==> config.mk <==
export PLATFORM = sky130hd
export DESIGN_NAME = mult_result_buf_flat
export DESIGN_NICKNAME = d
export VERILOG_FILES = /design/src/rtl/mult_result_buf_if.sv /design/src/rtl/mult_result_buf.sv /design/src/flat_wrapper.sv
export SDC_FILE = /design/constraint.sdc
export NUM_CORES = 1
export LEC_CHECK = 0
export BUFFER_PORTS_ARGS = -buffer_cell sky130_fd_sc_hd__buf_4
export CELL_PAD_IN_SITES_DETAIL_PLACEMENT = 1
export CELL_PAD_IN_SITES_GLOBAL_PLACEMENT = 2
export CORE_MARGIN = 2
export CORE_UTILIZATION = 46
export CTS_BUF_LIST = sky130_fd_sc_hd__clkbuf_8
export DETAILED_ROUTE_END_ITERATION = 12
export PLACE_DENSITY_LB_ADDON = 0.08
export SKIP_LAST_GASP = 1
export SYNTH_ARGS = -nofsm -noshare
export SYNTH_HDL_FRONTEND = slang
export SYNTH_SLANG_ARGS = --single-unit
==> constraint.sdc <==
create_clock -name clk -period 6.95 [get_ports clk]
set_input_delay 0 -clock clk [delete_from_list [all_inputs] [get_ports clk]]
set_output_delay 0 -clock clk [all_outputs]
set_load 0.1 [all_outputs]
==> src/rtl/mult_result_buf_if.sv <==
// Handshake bundle between the result buffer, the operand feeder (issue credits),
// the last multiplier cell (product in) and the downstream consumer (product out).
interface mult_result_buf_if #(
  parameter int W = 8
);
  logic         issue;
  logic         issue_ok;
  logic         in_vld;
  logic [W-1:0] in_prod;
  logic         out_vld;
  logic         out_rdy;
  logic [W-1:0] out_prod;

  modport master (
    output issue, in_vld, in_prod, out_rdy,
    input  issue_ok, out_vld, out_prod
  );

  modport slave (
    input  issue, in_vld, in_prod, out_rdy,
    output issue_ok, out_vld, out_prod
  );
endinterface

==> src/rtl/mult_result_buf.sv <==
// Product FIFO with issue credits; 1-cycle in_vld->out_vld, show-ahead head, drops+sticky overflow when full.
// Backpressure via out_rdy; a pop returns its credit next cycle. MULT_RESULT_BUF_STATS_EN adds drop_cnt/max_occ.
module mult_result_buf #(
  parameter  int N     = 4,
  parameter  int M     = 4,
  parameter  int DEPTH = 4,
  localparam int CW    = $clog2(DEPTH + 1)
) (
  input  logic                clk,
  input  logic                rst_n,
  mult_result_buf_if.slave    bus,
  output logic                full,
  output logic                empty,
  output logic                overflow
`ifdef MULT_RESULT_BUF_STATS_EN
  ,
  output logic [7:0]          drop_cnt,
  output logic [CW-1:0]       max_occ
`endif
);

  localparam int W  = M + N;
  localparam int AW = $clog2(DEPTH);

  logic [W-1:0]  mem [DEPTH];
  logic [AW-1:0] wr_ptr;
  logic [AW-1:0] rd_ptr;
  logic [CW-1:0] count;
  logic [CW-1:0] count_next;
  logic [CW-1:0] inflight;
  logic [CW-1:0] inflight_next;
  logic          push;
  logic          pop;
  logic          grant;
  logic          drop;

  assign pop   = !empty && bus.out_rdy;
  assign push  = bus.in_vld && (!full || pop);
  assign drop  = bus.in_vld && full && !pop;
  assign grant = bus.issue && bus.issue_ok;

  assign bus.out_vld  = !empty;
  assign bus.out_prod = empty ? '0 : mem[rd_ptr];
  // Credits are decoded from registered state only, so a pop frees a slot one cycle later.
  assign bus.issue_ok = ({1'b0, count} + {1'b0, inflight}) < (CW + 1)'(DEPTH);

  always_comb begin
    count_next = count;
    if (push && !pop) begin
      count_next = count + CW'(1);
    end else if (pop && !push) begin
      count_next = count - CW'(1);
    end
  end

  always_comb begin
    inflight_next = inflight;
    if (grant && !bus.in_vld) begin
      if (inflight != CW'(DEPTH)) inflight_next = inflight + CW'(1);
    end else if (bus.in_vld && !grant) begin
      if (inflight != '0) inflight_next = inflight - CW'(1);
    end
  end

  always_ff @(posedge clk) begin
    if (push) mem[wr_ptr] <= bus.in_prod;
  end

  always_ff @(posedge clk or negedge rst_n) begin
    if (!rst_n) begin
      count    <= '0;
      inflight <= '0;
      wr_ptr   <= '0;
      rd_ptr   <= '0;
      full     <= 1'b0;
      empty    <= 1'b1;
      overflow <= 1'b0;
    end else begin
      count    <= count_next;
      inflight <= inflight_next;
      full     <= (count_next == CW'(DEPTH));
      empty    <= (count_next == '0);
      if (push) wr_ptr <= wr_ptr + AW'(1);
      if (pop)  rd_ptr <= rd_ptr + AW'(1);
      if (drop) overflow <= 1'b1;
    end
  end

`ifdef MULT_RESULT_BUF_STATS_EN
  always_ff @(posedge clk or negedge rst_n) begin
    if (!rst_n) begin
      drop_cnt <= '0;
      max_occ  <= '0;
    end else begin
      if (drop && drop_cnt != 8'hFF) drop_cnt <= drop_cnt + 8'd1;
      if (count_next > max_occ)      max_occ  <= count_next;
    end
  end
`endif

endmodule
==> src/flat_wrapper.sv <==
// flat-port wrapper written by rule: the top's interface ports become plain ports
module mult_result_buf_flat 
#(
  parameter  int N     = 4,
  parameter  int M     = 4,
  parameter  int DEPTH = 4,
  localparam int CW    = $clog2(DEPTH + 1)
)
  (clk, rst_n, full, empty, overflow, bus_issue, bus_in_vld, bus_in_prod, bus_out_rdy, bus_issue_ok, bus_out_vld, bus_out_prod);
  mult_result_buf_if bus_i ();
  input  logic clk;
  input  logic rst_n;
  output logic full;
  output logic empty;
  output logic overflow;
  input wire logic [$bits(bus_i.issue)-1:0] bus_issue;
  input wire logic [$bits(bus_i.in_vld)-1:0] bus_in_vld;
  input wire logic [$bits(bus_i.in_prod)-1:0] bus_in_prod;
  input wire logic [$bits(bus_i.out_rdy)-1:0] bus_out_rdy;
  output wire logic [$bits(bus_i.issue_ok)-1:0] bus_issue_ok;
  output wire logic [$bits(bus_i.out_vld)-1:0] bus_out_vld;
  output wire logic [$bits(bus_i.out_prod)-1:0] bus_out_prod;
  assign bus_i.issue = bus_issue;
  assign bus_i.in_vld = bus_in_vld;
  assign bus_i.in_prod = bus_in_prod;
  assign bus_i.out_rdy = bus_out_rdy;
  assign bus_issue_ok = bus_i.issue_ok;
  assign bus_out_vld = bus_i.out_vld;
  assign bus_out_prod = bus_i.out_prod;
  mult_result_buf #(.N(N), .M(M), .DEPTH(DEPTH)) u_core (.clk(clk), .rst_n(rst_n), .bus(bus_i), .full(full), .empty(empty), .overflow(overflow));
endmodule
==> flow_summary.toml <==
[global_route]
grt_pass1_vias = 1389
grt_pass1_wl_mm = 6.91
grt_max_degree = 16
overflow = 0
antenna_found_initial = 0
grtUsageTotal_pct = 18.3

[clock_tree]
tritoncts = "done"
cts_made_buffers = 5
cts_max_level = 2
cts_sinks = 45
clock_tree.buffer_depth = 2
clk_pin_slew_ns = 0.08
clkLatencyLatePin_ns = 0.30
cts_root_buffer = "clkbuf_8"
post_cts_buffers = 0

[timing]
worst-slew-pin-transition_ns = 0.651
max_freq_mhz = 414
slew_headroom_pct = 56.6
hold_viol_final = 0
finalCriticalPeriod_ns = 2.42
setup_viol = 0
grt_setup_unrepaired = "false"
drv_slew = 0
hold_slack_ns = 0.0406
skew_ns = 0.00950
final.period_utilization_pct = 34.8
finalSetupTns_ns = 0

[worst_setup_path]
endpoint_kind = "register"
path_class = "reg2reg"
crit_slowest_cell = "mux4_2"
crit_chain = "ha_1 > nor4b_2 > nand3_1 > fa_1 > nand2b_1 > mux4_2"
cp.required_ns = 7.12
crit_path_start_kind = "register"
cp_max_fo = 5
arrival_ns = 2.59
slowest_delay_ns = 0.46

[die]
placementRows = 24
die_x_um = 71.3
dieArea_um2 = 5090
core_um2 = 4350
initial_core_util_pct = 47.9
die_height_um = 71.3
ios = 26

[yosys]
syn_inst = 138
synth_nets = 160
synth_edf_count = 32
yosysTopAreaCellShare_pct = 46.1
avgSynthCellArea_um2 = 15.1
ys_top_cells_by_count = "edfxtp_1, and2_1, dfrtp_1, inv_1, mux4_2"
yosysMostFrequentCell = "edfxtp_1"
synthArstFlopShare_pct = 28.9
synth_top_area_cell = "edfxtp_1"
ys.flop_type = "edfxtp_1"
ys_seq_elements = 45
syn_area_um2 = 2090
ys_top_cells_by_area = "edfxtp_1, dfrtp_1, mux4_2"
ys_seq_area_share_pct = 61.7
ys_warn_count = 0
synth_cell_type_count = 37

[routing]
routed_wl_mm = 4.15
final_antenna_net_count = 0
wire_per_inst_um = 18.2
via_per_inst = 5.53
drtIter0Drc = 59
drc = 0
vias = 1261
dr.pass1.iters = 4

[min_path]
min_path_type = "in2reg"

[cells_and_area]
utilization_pct = 57.1
layout.nets = 197
syn_to_final_growth_pct = 19.3
drive_gt1_share_pct = 26.7
n_antenna_cell = 0

[run_status]
outcome = "finished clean"

[place]
port_buffers = 25
hpwl_mm = 3.00
gp_congestion = 0.713

[job]
cap_violations = 0
-- logic make-up (layout without fill, tap and decap cells) --
kind of cell	Yosys count	count (layout)	synth area share [%]
flops	45	45	61.7
simple gates	36	36	10.0
compound gates	19	19	6.60
buf+inv	13	51	3.12
mux	11	11	10.7
fa+ha+maj	9	9	5.76
xor+xnor	5	5	2.10
-- cell type report --
| class | count | area (µm²) |
|---|---|---|
| Fill cell | 415 | 1870 |
| Sequential cell | 45 | 1290 |
| Multi-Input combinational cell | 80 | 733 |
| Timing Repair Buffer | 34 | 278 |
| Clock buffer | 5 | 68.8 |
| Tap cell | 52 | 65.1 |
| Inverter | 9 | 33.8 |
| Clock inverter | 3 | 21.3 |
-- metal layers --
metal / GRT usage, % / vias to the layer above / part of all wire [%]
met1: 24.0 / 647 / 44
met5: 0 / - / 0
met4: 5.87 / 0 / 0.75
met3: 4.78 / 4 / 3.4
met2: 29.8 / 19 / 51
li1: - / 591 / -
-- worst paths after layout --
check	startpoint	end	slack (ns)	cells past startpoint
hold / removal	bus_issue	u_core.inflight[0]	0.04	3
hold reg to reg	u_core.overflow	u_core.overflow	0.50	1
max in group asynchronous	rst_n	u_core.empty	6.63	2
setup / recovery	u_core.inflight[2]	u_core.inflight[2]	4.53	6
setup reg to reg	u_core.inflight[2]	u_core.inflight[2]	4.53	6
min in group asynchronous	rst_n	u_core.count[0]	0.08	2
-- what timing repair did --
item,CTS,global route
hold endpoints to repair,45,0
resized for setup,0,0
hold buffers,9,0
-- sequential cells by signal (all words and copies together) (netlist names) --
register	cells
u_core.empty	1
u_core.overflow	1
u_core.count	3
u_core.rd_ptr	2
u_core.wr_ptr	2
u_core.mem	32
u_core.full	1
u_core.inflight	3
-- worst max-delay path: cells and delay by family (launching register included) --
kind | cells | cell delay [ns]
fa+ha+maj | 2 | 0.74
flops | 1 | 0.45
mux | 1 | 0.46
simple gates | 3 | 0.64
-- placed cells by master (no fill, tap or decap), types with 2 or more instances in the layout --
cell type and instances:
inv_1 9, o311ai_0 2, buf_4 25, xnor2_1 5
mux2i_1 2, mux4_2 9, nor2b_1 2, clkbuf_8 5
dlygate4sd3_1 9, nor2_1 5, o21a_1 2, ha_1 8
a21oi_1 2, nand2_1 5, o21ai_0 4, edfxtp_1 32
and2_1 12, nand3_1 2, dfrtp_1 12, nor3_1 4
-- per-stage QoR --
step	cell area (µm²)	cells	worst slack, ns
4_1_cts	2490	228	4.52
2_1_floorplan	2090	138	2.37
5_1_grt	2490	228	4.41
3_3_place_gp	2310	211	4.63
6_report	2490	228	4.53
3_5_place_dp	2310	211	4.53
Power is not shown: default switching activity piles up to over one toggle a cycle in this logic, so the estimate is an artifact.
